===== src/rtl/rv32_pipe_pkg.sv =====
// Shared types for the decode-stage hazard controller: register index,
// pending-write counter width, sequencing states and a small helper.
package rv32_pipe_pkg;

    localparam int REG_IDX_W  = 5;
    localparam int PEND_CNT_W = 2;

    typedef logic [REG_IDX_W-1:0] reg_idx_t;

    // RUN: normal issue. REDIRECT: the slot right after a taken branch,
    // whose fetched instruction is on the wrong path.
    typedef enum logic [0:0] {
        RUN      = 1'b0,
        REDIRECT = 1'b1
    } fsm_state_t;

    // x0 is hard-wired to zero, so it never has an in-flight write.
    function automatic logic is_tracked(input reg_idx_t idx);
        return idx != '0;
    endfunction

endpackage


===== src/rtl/id_hazard_ctrl_if.sv =====
// Signal bundle between the ID stage / WB port (master) and the hazard
// controller (slave).
interface id_hazard_ctrl_if #(
    parameter int STALL_CNT_W = 16
);
    import rv32_pipe_pkg::*;

    // Decode-stage instruction fields
    logic                   id_valid;
    reg_idx_t               id_rs1;
    reg_idx_t               id_rs2;
    logic                   id_uses_rs1;
    logic                   id_uses_rs2;
    reg_idx_t               id_rd;
    logic                   id_reg_write;
    logic                   id_is_branch;
    logic                   id_branch_taken;

    // Write-back retirement and late-stage kill
    logic                   wb_reg_write;
    reg_idx_t               wb_rd;
    logic                   pipe_flush;

    // Pipeline control back to IF/ID/EX
    logic                   id_issue;
    logic                   stall_if;
    logic                   bubble_ex;
    logic                   flush_if;
    logic [STALL_CNT_W-1:0] stall_cycles;
    logic                   hazard_timeout;

    modport master (
        output id_valid, id_rs1, id_rs2, id_uses_rs1, id_uses_rs2,
        output id_rd, id_reg_write, id_is_branch, id_branch_taken,
        output wb_reg_write, wb_rd, pipe_flush,
        input  id_issue, stall_if, bubble_ex, flush_if,
        input  stall_cycles, hazard_timeout
    );

    modport slave (
        input  id_valid, id_rs1, id_rs2, id_uses_rs1, id_uses_rs2,
        input  id_rd, id_reg_write, id_is_branch, id_branch_taken,
        input  wb_reg_write, wb_rd, pipe_flush,
        output id_issue, stall_if, bubble_ex, flush_if,
        output stall_cycles, hazard_timeout
    );

endinterface


===== src/rtl/id_scoreboard.sv =====
// In-flight write scoreboard: one saturating counter per architectural
// register, bumped when a writer issues and dropped when WB retires it.
// Three combinational lookups serve the two sources and the destination.
module id_scoreboard
    import rv32_pipe_pkg::*;
#(
    parameter int NUM_REGS = 32,
    parameter int CNT_W    = PEND_CNT_W
) (
    input  logic     clk,
    input  logic     reset,
    input  logic     inc_en_i,
    input  reg_idx_t inc_idx_i,
    input  logic     dec_en_i,
    input  reg_idx_t dec_idx_i,
    input  reg_idx_t rs1_idx_i,
    input  reg_idx_t rs2_idx_i,
    input  reg_idx_t rd_idx_i,
    output logic     rs1_busy_o,
    output logic     rs2_busy_o,
    output logic     rd_sat_o
);

    localparam logic [CNT_W-1:0] CNT_MAX = '1;
    localparam logic [CNT_W-1:0] CNT_ONE = CNT_W'(1);

    // Flattened view of every counter for the lookup muxes.
    logic [NUM_REGS-1:0][CNT_W-1:0] pend;

    genvar gi;
    generate
        for (gi = 0; gi < NUM_REGS; gi++) begin : g_reg
            if (gi == 0) begin : g_zero
                // x0 has no storage; it always reads as "nothing pending".
                assign pend[gi] = '0;
            end else begin : g_track
                logic             inc_hit;
                logic             dec_hit;
                logic [CNT_W-1:0] cnt_q;
                logic [CNT_W-1:0] cnt_d;

                assign inc_hit  = inc_en_i && (inc_idx_i == reg_idx_t'(gi));
                assign dec_hit  = dec_en_i && (dec_idx_i == reg_idx_t'(gi));
                assign pend[gi] = cnt_q;

                // Next count: issue and retire on the same edge cancel out;
                // the counter neither wraps above MAX nor below zero.
                always_comb begin
                    cnt_d = cnt_q;
                    if (inc_hit && !dec_hit) begin
                        if (cnt_q != CNT_MAX) begin
                            cnt_d = cnt_q + CNT_ONE;
                        end
                    end else if (dec_hit && !inc_hit) begin
                        if (cnt_q != '0) begin
                            cnt_d = cnt_q - CNT_ONE;
                        end
                    end
                end

                // Counter register, cleared by reset.
                always_ff @(posedge clk) begin
                    if (reset) begin
                        cnt_q <= '0;
                    end else begin
                        cnt_q <= cnt_d;
                    end
                end
            end
        end
    endgenerate

    assign rs1_busy_o = (pend[rs1_idx_i] != '0);
    assign rs2_busy_o = (pend[rs2_idx_i] != '0);
    assign rd_sat_o   = (pend[rd_idx_i] == CNT_MAX);

endmodule


===== src/rtl/id_hazard_ctrl.sv =====
// Decode-stage sequencer. Branches resolve in ID with no forwarding path,
// so any source with an outstanding write stalls ID until WB retires it.
// A destination whose pending counter is saturated also stalls (WAW).
// Taken branches flush IF for one cycle and the following slot is
// treated as wrong-path. A consecutive-stall counter feeds a sticky
// watchdog flag.
module id_hazard_ctrl
    import rv32_pipe_pkg::*;
#(
    parameter int NUM_REGS    = 32,
    parameter int CNT_W       = PEND_CNT_W,
    parameter int STALL_CNT_W = 16,
    parameter int TIMEOUT     = 64
) (
    input  logic            clk,
    input  logic            reset,
    id_hazard_ctrl_if.slave bus
);

    localparam logic [STALL_CNT_W-1:0] STALL_MAX  = '1;
    localparam logic [STALL_CNT_W-1:0] STALL_ONE  = STALL_CNT_W'(1);
    localparam logic [STALL_CNT_W-1:0] TIMEOUT_M1 = STALL_CNT_W'(TIMEOUT - 1);

    fsm_state_t             state_q;
    fsm_state_t             state_d;
    logic [STALL_CNT_W-1:0] stall_cycles_q;
    logic [STALL_CNT_W-1:0] stall_cycles_d;
    logic                   timeout_q;
    logic                   timeout_d;

    logic rs1_busy;
    logic rs2_busy;
    logic rd_sat;
    logic hazard;
    logic issue;
    logic stall;
    logic redirect_go;
    logic inc_en;
    logic dec_en;

    // A writer issues into the scoreboard only when it really leaves ID;
    // x0 writes are dropped on both sides.
    assign inc_en = issue && bus.id_reg_write && is_tracked(bus.id_rd);
    assign dec_en = bus.wb_reg_write && is_tracked(bus.wb_rd);

    id_scoreboard #(
        .NUM_REGS (NUM_REGS),
        .CNT_W    (CNT_W)
    ) u_scoreboard (
        .clk        (clk),
        .reset      (reset),
        .inc_en_i   (inc_en),
        .inc_idx_i  (bus.id_rd),
        .dec_en_i   (dec_en),
        .dec_idx_i  (bus.wb_rd),
        .rs1_idx_i  (bus.id_rs1),
        .rs2_idx_i  (bus.id_rs2),
        .rd_idx_i   (bus.id_rd),
        .rs1_busy_o (rs1_busy),
        .rs2_busy_o (rs2_busy),
        .rd_sat_o   (rd_sat)
    );

    // RAW on either used source, or WAW when the destination counter is full.
    // WB retirement lands on the edge, so a register freed this cycle is
    // still seen as busy here.
    always_comb begin
        hazard = 1'b0;
        if (bus.id_valid) begin
            hazard = (bus.id_uses_rs1 && rs1_busy)
                  || (bus.id_uses_rs2 && rs2_busy)
                  || (bus.id_reg_write && is_tracked(bus.id_rd) && rd_sat);
        end
    end

    // Sequencing: decides issue and branch redirect; a late flush overrides
    // everything and returns to RUN.
    always_comb begin
        state_d     = state_q;
        issue       = 1'b0;
        redirect_go = 1'b0;
        case (state_q)
            RUN: begin
                issue       = bus.id_valid && !hazard && !bus.pipe_flush;
                redirect_go = issue && bus.id_is_branch && bus.id_branch_taken;
                if (redirect_go) begin
                    state_d = REDIRECT;
                end
            end
            REDIRECT: begin
                state_d = RUN;
            end
            default: begin
                state_d = RUN;
            end
        endcase
        if (bus.pipe_flush) begin
            state_d = RUN;
        end
    end

    assign stall = bus.id_valid && !issue && !bus.pipe_flush;

    // Consecutive-stall count, saturating; watchdog latches on the stall
    // cycle that takes the count to TIMEOUT.
    always_comb begin
        stall_cycles_d = '0;
        timeout_d      = timeout_q;
        if (stall) begin
            stall_cycles_d = (stall_cycles_q == STALL_MAX) ? stall_cycles_q
                                                           : stall_cycles_q + STALL_ONE;
            if (stall_cycles_q == TIMEOUT_M1) begin
                timeout_d = 1'b1;
            end
        end
    end

    // State, stall counter and watchdog registers.
    always_ff @(posedge clk) begin
        if (reset) begin
            state_q        <= RUN;
            stall_cycles_q <= '0;
            timeout_q      <= 1'b0;
        end else begin
            state_q        <= state_d;
            stall_cycles_q <= stall_cycles_d;
            timeout_q      <= timeout_d;
        end
    end

    assign bus.id_issue       = issue;
    assign bus.stall_if       = stall;
    assign bus.bubble_ex      = stall;
    assign bus.flush_if       = redirect_go;
    assign bus.stall_cycles   = stall_cycles_q;
    assign bus.hazard_timeout = timeout_q;

endmodule


===== src/flat_wrapper.sv =====
// flat-port wrapper written by rule: the top's interface ports become plain ports
module id_hazard_ctrl_flat import rv32_pipe_pkg::*;
#(
    parameter int NUM_REGS    = 32,
    parameter int CNT_W       = PEND_CNT_W,
    parameter int STALL_CNT_W = 16,
    parameter int TIMEOUT     = 64
)
  (clk, reset, bus_id_valid, bus_id_rs1, bus_id_rs2, bus_id_uses_rs1, bus_id_uses_rs2, bus_id_rd, bus_id_reg_write, bus_id_is_branch, bus_id_branch_taken, bus_wb_reg_write, bus_wb_rd, bus_pipe_flush, bus_id_issue, bus_stall_if, bus_bubble_ex, bus_flush_if, bus_stall_cycles, bus_hazard_timeout);
  id_hazard_ctrl_if #(.STALL_CNT_W(STALL_CNT_W)) bus_i ();
  input  logic clk;
  input  logic reset;
  input wire logic [$bits(bus_i.id_valid)-1:0] bus_id_valid;
  input wire logic [$bits(bus_i.id_rs1)-1:0] bus_id_rs1;
  input wire logic [$bits(bus_i.id_rs2)-1:0] bus_id_rs2;
  input wire logic [$bits(bus_i.id_uses_rs1)-1:0] bus_id_uses_rs1;
  input wire logic [$bits(bus_i.id_uses_rs2)-1:0] bus_id_uses_rs2;
  input wire logic [$bits(bus_i.id_rd)-1:0] bus_id_rd;
  input wire logic [$bits(bus_i.id_reg_write)-1:0] bus_id_reg_write;
  input wire logic [$bits(bus_i.id_is_branch)-1:0] bus_id_is_branch;
  input wire logic [$bits(bus_i.id_branch_taken)-1:0] bus_id_branch_taken;
  input wire logic [$bits(bus_i.wb_reg_write)-1:0] bus_wb_reg_write;
  input wire logic [$bits(bus_i.wb_rd)-1:0] bus_wb_rd;
  input wire logic [$bits(bus_i.pipe_flush)-1:0] bus_pipe_flush;
  output wire logic [$bits(bus_i.id_issue)-1:0] bus_id_issue;
  output wire logic [$bits(bus_i.stall_if)-1:0] bus_stall_if;
  output wire logic [$bits(bus_i.bubble_ex)-1:0] bus_bubble_ex;
  output wire logic [$bits(bus_i.flush_if)-1:0] bus_flush_if;
  output wire logic [$bits(bus_i.stall_cycles)-1:0] bus_stall_cycles;
  output wire logic [$bits(bus_i.hazard_timeout)-1:0] bus_hazard_timeout;
  assign bus_i.id_valid = bus_id_valid;
  assign bus_i.id_rs1 = bus_id_rs1;
  assign bus_i.id_rs2 = bus_id_rs2;
  assign bus_i.id_uses_rs1 = bus_id_uses_rs1;
  assign bus_i.id_uses_rs2 = bus_id_uses_rs2;
  assign bus_i.id_rd = bus_id_rd;
  assign bus_i.id_reg_write = bus_id_reg_write;
  assign bus_i.id_is_branch = bus_id_is_branch;
  assign bus_i.id_branch_taken = bus_id_branch_taken;
  assign bus_i.wb_reg_write = bus_wb_reg_write;
  assign bus_i.wb_rd = bus_wb_rd;
  assign bus_i.pipe_flush = bus_pipe_flush;
  assign bus_id_issue = bus_i.id_issue;
  assign bus_stall_if = bus_i.stall_if;
  assign bus_bubble_ex = bus_i.bubble_ex;
  assign bus_flush_if = bus_i.flush_if;
  assign bus_stall_cycles = bus_i.stall_cycles;
  assign bus_hazard_timeout = bus_i.hazard_timeout;
  id_hazard_ctrl #(.NUM_REGS(NUM_REGS), .CNT_W(CNT_W), .STALL_CNT_W(STALL_CNT_W), .TIMEOUT(TIMEOUT)) u_core (.clk(clk), .reset(reset), .bus(bus_i));
endmodule

===== config.mk =====
export PLATFORM = sky130hd
export DESIGN_NAME = id_hazard_ctrl_flat
export DESIGN_NICKNAME = d
export VERILOG_FILES = /design/src/rtl/rv32_pipe_pkg.sv /design/src/rtl/id_hazard_ctrl_if.sv /design/src/rtl/id_scoreboard.sv /design/src/rtl/id_hazard_ctrl.sv /design/src/flat_wrapper.sv
export SDC_FILE = /design/constraint.sdc
export NUM_CORES = 1
export LEC_CHECK = 0
export CAP_MARGIN = 10
export CORE_MARGIN = 4
export CORE_UTILIZATION = 40
export DETAILED_ROUTE_END_ITERATION = 10
export PLACE_DENSITY_LB_ADDON = 0.12
export SETUP_SLACK_MARGIN = 0.4
export SYNTH_ARGS = -nofsm -noshare
export SYNTH_HDL_FRONTEND = slang
export SYNTH_SLANG_ARGS = --single-unit

===== constraint.sdc =====
create_clock -name clk -period 4.4 [get_ports clk]
set_input_delay 0.88 -clock clk [delete_from_list [all_inputs] [get_ports clk]]
set_output_delay 0.88 -clock clk [all_outputs]
set_load 0.05 [all_outputs]

# Word-level counts from Yosys, hierarchy flattened
# Index checks and enable logic that the tools add are counted.
dict set report totals {
  input_bits 30
  output_inout_bits 21
  reg_bits 80
  word_cells 699
}
dict set report op_classes {
  bitwise 2
  n_reduce_logical 335
  n_lt_le_gt_ge 3
  mux 135
  n_eq_ne 127
  add_sub_neg 63
}
# op count
set ops {}
lappend ops {{2-bit 2-to-1 mux} 127}
lappend ops {{2-bit nonzero test} 95}
lappend ops {{5-bit == test (second input constant)} 32}
lappend ops {{1-bit logical AND} 137}
lappend ops {{3-bit AND reduction} 31}
lappend ops {{5-bit by 4-bit == test with 1-bit output (second input constant)} 16}
lappend ops {{1-bit logical NOT} 65}
lappend ops {{2-bit by 1-bit adder with 2-bit output (second input constant)} 31}
lappend ops {{2-bit by 1-bit inequality test with 1-bit output (second input constant)} 31}
lappend ops {{2-bit inequality test (second input constant)} 31}
lappend ops {{2-bit by 1-bit subtractor with 2-bit output (second input constant)} 31}
lappend ops {{5-bit by 3-bit == test with 1-bit output (second input constant)} 8}
lappend ops {{2-bit binary-select mux with 5-bit select} 3}
lappend ops {{5-bit by 2-bit == test with 1-bit output (second input constant)} 4}
lappend ops {{5-bit by 6-bit less-than comparator with 1-bit output (second input constant)} 3}
lappend ops {{16-bit by 1-bit adder with 16-bit output (second input constant)} 1}
lappend ops {{16-bit == test (second input constant)} 1}
lappend ops {{16-bit by 6-bit == test with 1-bit output (second input constant)} 1}
lappend ops {{5-bit by 1-bit == test with 1-bit output (second input constant)} 2}
lappend ops {{5-bit nonzero test} 2}
lappend ops {{1-bit 2-to-1 mux} 4}
lappend ops {{2-bit OR reduction} 2}
lappend ops {{2-bit == test (second input constant)} 1}
lappend ops {{1-bit logical OR} 2}
lappend ops {{other kinds (3)} 4}

# Depth between registers and ports, before layout
dict set report logic_depth {
  ltp_word 18
  depth_mapped 16
  ltp_nobuf 12
}

# Hierarchy
# From an unflattened synthesis, not the netlist that was laid out.
dict set report unflattened {
  cells_unflattened 807
  area_unflattened_um2 5760.5
}
# module area_each_um2 seq_area_each_um2 cells_each instances
set modules_own_cells {}
lappend modules_own_cells {id_scoreboard 4730.8 1241.2 690 1}
lappend modules_own_cells {id_hazard_ctrl 1029.7 360.3 117 1}

# Worst setup path after synthesis
# Ideal clock, no wire load.
dict set report synth_path {
  kind {input port to output port}
  startpoint {in bus_id_rd[0]}
  endpoint {out bus_flush_if}
  path_buffers 4
  path_stages 9
  slack_ns 0.013
  required_ns 3.520
  t_arrival_ns 3.507
  path_cell_list {buf_6 -> buf_2 -> mux4_2 -> a211oi_1 -> a211oi_1 -> or4_1 -> buf_2 -> buf_6 -> nor2_1}
}
dict set report synth_between {
  elab_chain_cells 12
  word_cells_on_any_way 14
  cone_classes {eq/ne (1); mux (4); reduce/logical (9)}
}
# element line
set synth_lines {}
lappend synth_lines {{from (decl)} flat_wrapper.sv:18} ;# input wire logic [$bits(bus_i.id_rd)-1:0] bus_id_rd;
lappend synth_lines {{2-bit binary-select mux with 5-bit select} id_scoreboard.sv:75} ;# assign rd_sat_o = (pend[rd_idx_i] == CNT_MAX);
lappend synth_lines {{2-bit 2-to-1 mux (not written as such)} id_scoreboard.sv:75}
lappend synth_lines {{2-bit == test} id_scoreboard.sv:75}
lappend synth_lines {{1-bit logical AND *} id_hazard_ctrl.sv:72} ;# || (bus.id_reg_write && is_tracked(bus.id_rd) && rd_sat);
lappend synth_lines {{1-bit logical OR *} id_hazard_ctrl.sv:72}
lappend synth_lines {{1-bit 2-to-1 mux *} id_hazard_ctrl.sv:69} ;# if (bus.id_valid) begin
lappend synth_lines {{1-bit logical NOT *} id_hazard_ctrl.sv:84} ;# issue = bus.id_valid && !hazard && !bus.pipe_flush;
lappend synth_lines {{1-bit logical AND * (2 in a row)} id_hazard_ctrl.sv:84}
lappend synth_lines {{1-bit logical AND * (2 in a row)} id_hazard_ctrl.sv:85} ;# redirect_go = issue && bus.id_is_branch && bus.id_branch_taken;
lappend synth_lines {{1-bit 2-to-1 mux *} id_hazard_ctrl.sv:82} ;# case (state_q)
lappend synth_lines {{to (decl)} flat_wrapper.sv:28} ;# output wire logic [$bits(bus_i.flush_if)-1:0] bus_flush_if;
# Mark *: on every way between the ends. The rest lies on a longest branch, timed or not. The select of a mux whose other input is x is not followed.

# Worst setup path after layout
dict set report layout_path {
  startpoint {in bus_id_rs2[1]}
  endpoint {out bus_stall_if}
}
dict set report layout_between {
  elab_chain_cells 14
}
# element line
set layout_lines {}
lappend layout_lines {{from (decl)} flat_wrapper.sv:15} ;# input wire logic [$bits(bus_i.id_rs2)-1:0] bus_id_rs2;
lappend layout_lines {{2-bit binary-select mux with 5-bit select} id_scoreboard.sv:74} ;# assign rs2_busy_o = (pend[rs2_idx_i] != '0);
lappend layout_lines {{2-bit 2-to-1 mux (not written as such)} id_scoreboard.sv:74}
lappend layout_lines {{2-bit nonzero test} id_scoreboard.sv:74}
lappend layout_lines {{1-bit logical AND} id_hazard_ctrl.sv:71} ;# || (bus.id_uses_rs2 && rs2_busy)
lappend layout_lines {{1-bit logical OR} id_hazard_ctrl.sv:71}
lappend layout_lines {{1-bit logical OR} id_hazard_ctrl.sv:72}
lappend layout_lines {{1-bit 2-to-1 mux} id_hazard_ctrl.sv:69}
lappend layout_lines {{1-bit logical NOT} id_hazard_ctrl.sv:84}
lappend layout_lines {{1-bit logical AND (2 in a row)} id_hazard_ctrl.sv:84}
lappend layout_lines {{1-bit 2-to-1 mux} id_hazard_ctrl.sv:82}
lappend layout_lines {{1-bit logical NOT} id_hazard_ctrl.sv:102} ;# assign stall = bus.id_valid && !issue && !bus.pipe_flush;
lappend layout_lines {{1-bit logical AND (2 in a row)} id_hazard_ctrl.sv:102}
lappend layout_lines {{to (decl)} flat_wrapper.sv:26} ;# output wire logic [$bits(bus_i.stall_if)-1:0] bus_stall_if;
# No other way between the ends. The select of a mux whose other input is x is not followed.

==> flow_metrics.env <==
export IMPL_grt_antenna_before_repair=0
export IMPL_first_pass_iters=5
export IMPL_timing_final_hold_violations=0
export IMPL_area_delta_synth_final_pct=28.8
export IMPL_p_leak_nw=2.78
export IMPL_viasPerCell=5.87
export IMPL_synth_cells=772
export IMPL_placement_setup_worst_slack_ns=-0.662
export IMPL_hpwlAfterDp_mm=13.9
export IMPL_clock_latency_ns=0.36
export IMPL_grt_pass1_vias=5997
export IMPL_layout_drive_gt1_share_pct=18.9
export IMPL_fin_worst_skew_ns=0.0108
export IMPL_grt_overflow_total=0
export IMPL_synth_area_sq_mm=0.00587
export IMPL_timing_worst_slew_pin_value_ns=1.11
export IMPL_holdWs_ns=0.520
export IMPL_critPathMaxFanout=6
export IMPL_die_width_microns=129
export IMPL_grt_util_all_layers_pct=22.3
export IMPL_tritoncts_clock_tree="done"
export IMPL_detail_route_wirelength_mm=18.6
export IMPL_synth_lib_cells_used_distinct=51
export IMPL_rsz_0062_raised_after_global_routing="yes"
export IMPL_endpoint_kind="output pin"
export IMPL_power_per_cell_area_mw_per_mm2=225
export IMPL_global_route_wire_length_before_repair_mm=29.8
export IMPL_postSynthNetCount=834
export IMPL_post_synth_cell_area_avg_sq_um=7.61
export IMPL_antenna_left=0
export IMPL_timing_critical_path_from_type="input pin"
export IMPL_yosys_warnings=0
export IMPL_clock_fmax_mhz=242
export IMPL_share_of_async_settable_or_async_resettable_flops_after_synthesis_pct=0
export IMPL_maximum_capacitance_violations=0
export IMPL_post_drt_wl_per_cell_microns=17.7
export IMPL_fin_worst_setup_slack_ns=0.273
export IMPL_cts_root_buf="sky130_fd_sc_hd__clkbuf_16"
export IMPL_cts_num_sinks=80
export IMPL_worst_setup_hold_path_clk_slew_ns=0.06
export IMPL_port_buffer_count=50
export IMPL_post_cts_hold_buffer_count=0
export IMPL_detail_route_iter0_violations=505
export IMPL_floorplan_io_pins=51
export IMPL_synth_yosys_seq_area_share_pct=27.3
export IMPL_final_period_utilization_pct=93.8
export IMPL_worst_hold_path_type="reg2reg"
export IMPL_grt_max_degree=67
export IMPL_run_status="completed"
export IMPL_cts_buffer_depth=2
export IMPL_cts_buffers_inserted=9
export IMPL_effective_utilization_at_floorplan_pct=40.6
export IMPL_layout_commonest_cell="sky130_fd_sc_hd__dfxtp_1"
export IMPL_most_frequent_cells_in_the_layout="sky130_fd_sc_hd__dfxtp_1, sky130_fd_sc_hd__nand2_1, sky130_fd_sc_hd__nor2_1, sky130_fd_sc_hd__a21oi_1, sky130_fd_sc_hd__o21ai_0"
export IMPL_irDropWorstVdd_mv=0.174
export IMPL_synth_enable_flop_cells=0
export IMPL_die_area_sq_mm=0.0167
export IMPL_timing_max_slew_rel_slack_pct=24.7
export IMPL_worstPathArrival_ns=3.25
export IMPL_cp_required_ns=3.52
export IMPL_gp_congestion=0.971
export IMPL_ys_flop_type="sky130_fd_sc_hd__dfxtp_1"
export IMPL_critical_path_class="in2out"
export IMPL_row_count=44
export IMPL_ys_ff_latch=80
export IMPL_floorplan_die_height_microns=129
export IMPL_nets=925
export IMPL_final_max_slew_violation_count=0
export IMPL_cts_htree_levels=3
export IMPL_drcViolationCount=0
export IMPL_core_area_sq_mm=0.0145
export IMPL_antennaDiodeCount=0
export IMPL_finalSetupViolCount=0
export IMPL_final_min_clock_period_ns=4.13
export IMPL_dr_total_vias=6174
==> worst max-delay path, cell delays in order <==
cell	delay, ns
sky130_fd_sc_hd__buf_8	0.11
sky130_fd_sc_hd__buf_6	0.13
sky130_fd_sc_hd__nor4_4	0.18
sky130_fd_sc_hd__nor3_2	0.11
sky130_fd_sc_hd__a311oi_2	0.32
sky130_fd_sc_hd__nand2_1	0.07
sky130_fd_sc_hd__or4_1	0.47
sky130_fd_sc_hd__or4_4	0.51
sky130_fd_sc_hd__buf_8	0.16
sky130_fd_sc_hd__and2_4	0.15
sky130_fd_sc_hd__buf_8	0.14
==> routing by layer <==
metal  wire (microns)  global-route usage [%]
met5                0                       0
met4              520                    8.34
met3              972                    4.49
met2             9140                    37.6
met1             7970                    28.1
==> cells in the mapped netlist, types with 5 or more instances <==
cell                        n  area (sq um)
sky130_fd_sc_hd__nand2_1   80           300
sky130_fd_sc_hd__nand4_1    5          31.3
sky130_fd_sc_hd__inv_1     32           120
sky130_fd_sc_hd__a211oi_1  14           105
sky130_fd_sc_hd__a21o_1     6          45.0
sky130_fd_sc_hd__mux2i_1    8          80.1
sky130_fd_sc_hd__xor2_1     6          52.6
sky130_fd_sc_hd__nor3b_1    7          52.6
sky130_fd_sc_hd__dfxtp_1   80          1600
sky130_fd_sc_hd__nor2_1    72           270
sky130_fd_sc_hd__xnor2_1    7          61.3
sky130_fd_sc_hd__mux4_2    16           360
sky130_fd_sc_hd__and3_1    18           113
sky130_fd_sc_hd__nor3_1    44           220
sky130_fd_sc_hd__nand3_1   20           100
sky130_fd_sc_hd__nor2b_1   12          75.1
sky130_fd_sc_hd__a21oi_1   73           365
sky130_fd_sc_hd__ha_1      32           400
sky130_fd_sc_hd__clkbuf_1  19          71.3
sky130_fd_sc_hd__buf_2     10          50.1
sky130_fd_sc_hd__nor4_2     8           100
sky130_fd_sc_hd__o21ai_0   68           340
sky130_fd_sc_hd__nand2b_1  55           344
sky130_fd_sc_hd__o22ai_1   27           169
sky130_fd_sc_hd__buf_6      5          56.3
==> layout make-up <==
type	instances	area (sq um)
Clock inverter	5	41.3
Tap cell	184	230
Timing Repair Buffer	117	1100
Inverter	32	120
Multi-Input combinational cell	623	4230
Fill cell	1387	6910
Sequential cell	80	1600
Clock buffer	11	243
==> state kept, by name, summed over array words and instances, names as in the netlist <==
signal                               count
u_core.u_scoreboard.g.g_track.cnt_q     62
u_core.state_q                           1
u_core.bus.stall_cycles                 16
u_core.bus.hazard_timeout                1
==> cells by family after synthesis <==
family,count (synthesis),synth area share (%)
compound gates,205,19.8
xor+xnor,13,1.94
fa+ha+maj,32,6.82
buf+inv,69,5.39
flops,80,27.3
mux,25,7.69
simple gates,348,31.1
==> path summary, 6_finish.rpt <==
kind | start | end | slack (ns) | cells past startpoint
worst max-delay path | bus_id_rs2[1] | bus_stall_if | 0.27 | 11
worst min-delay path | u_core.u_scoreboard.g_reg[6].g_track.cnt_q[1] | u_core.u_scoreboard.g_reg[6].g_track.cnt_q[1] | 0.52 | 2
worst max register to register | u_core.u_scoreboard.g_reg[16].g_track.cnt_q[1] | u_core.u_scoreboard.g_reg[9].g_track.cnt_q[0] | 0.71 | 15
worst min register to register | u_core.u_scoreboard.g_reg[6].g_track.cnt_q[1] | u_core.u_scoreboard.g_reg[6].g_track.cnt_q[1] | 0.52 | 2
==> report_power, final <==
part / switching (W) / internal, W
registers: 0.000000793 / 0.000724
logic: 0.000136 / 0.000107
clock network: 0.000329 / 0.000402
==> per-stage QoR <==
| step | power [W] | instances | setup TNS, ns | instance area [sq um] | utilization, % |
|---|---|---|---|---|---|
| after floorplan | 0.000858 | 772 | 0 | 5910 | - |
| after global placement | 0.000950 | 1018 | -26.90 | 6820 | 47.1 |
| after detailed placement | 0.000952 | 1018 | -32.78 | 6820 | 47.1 |
| after CTS | 0.00170 | 1044 | 0 | 7340 | 50.7 |
| after global routing | 0.00176 | 1052 | 0 | 7560 | 52.2 |
| final | 0.00170 | 1052 | 0 | 7560 | 52.2 |
==> timing repair <==
item / in CTS / in global routing
gates cloned: 1 / 0
setup buffers: 9 / 8
endpoints found under the setup margin: 66 / 34
pin swaps: 14 / 14
endpoints found under the hold margin: 0 / 0
gates resized for setup: 69 / 31
Note: power is estimated with default switching activity, not from simulation.
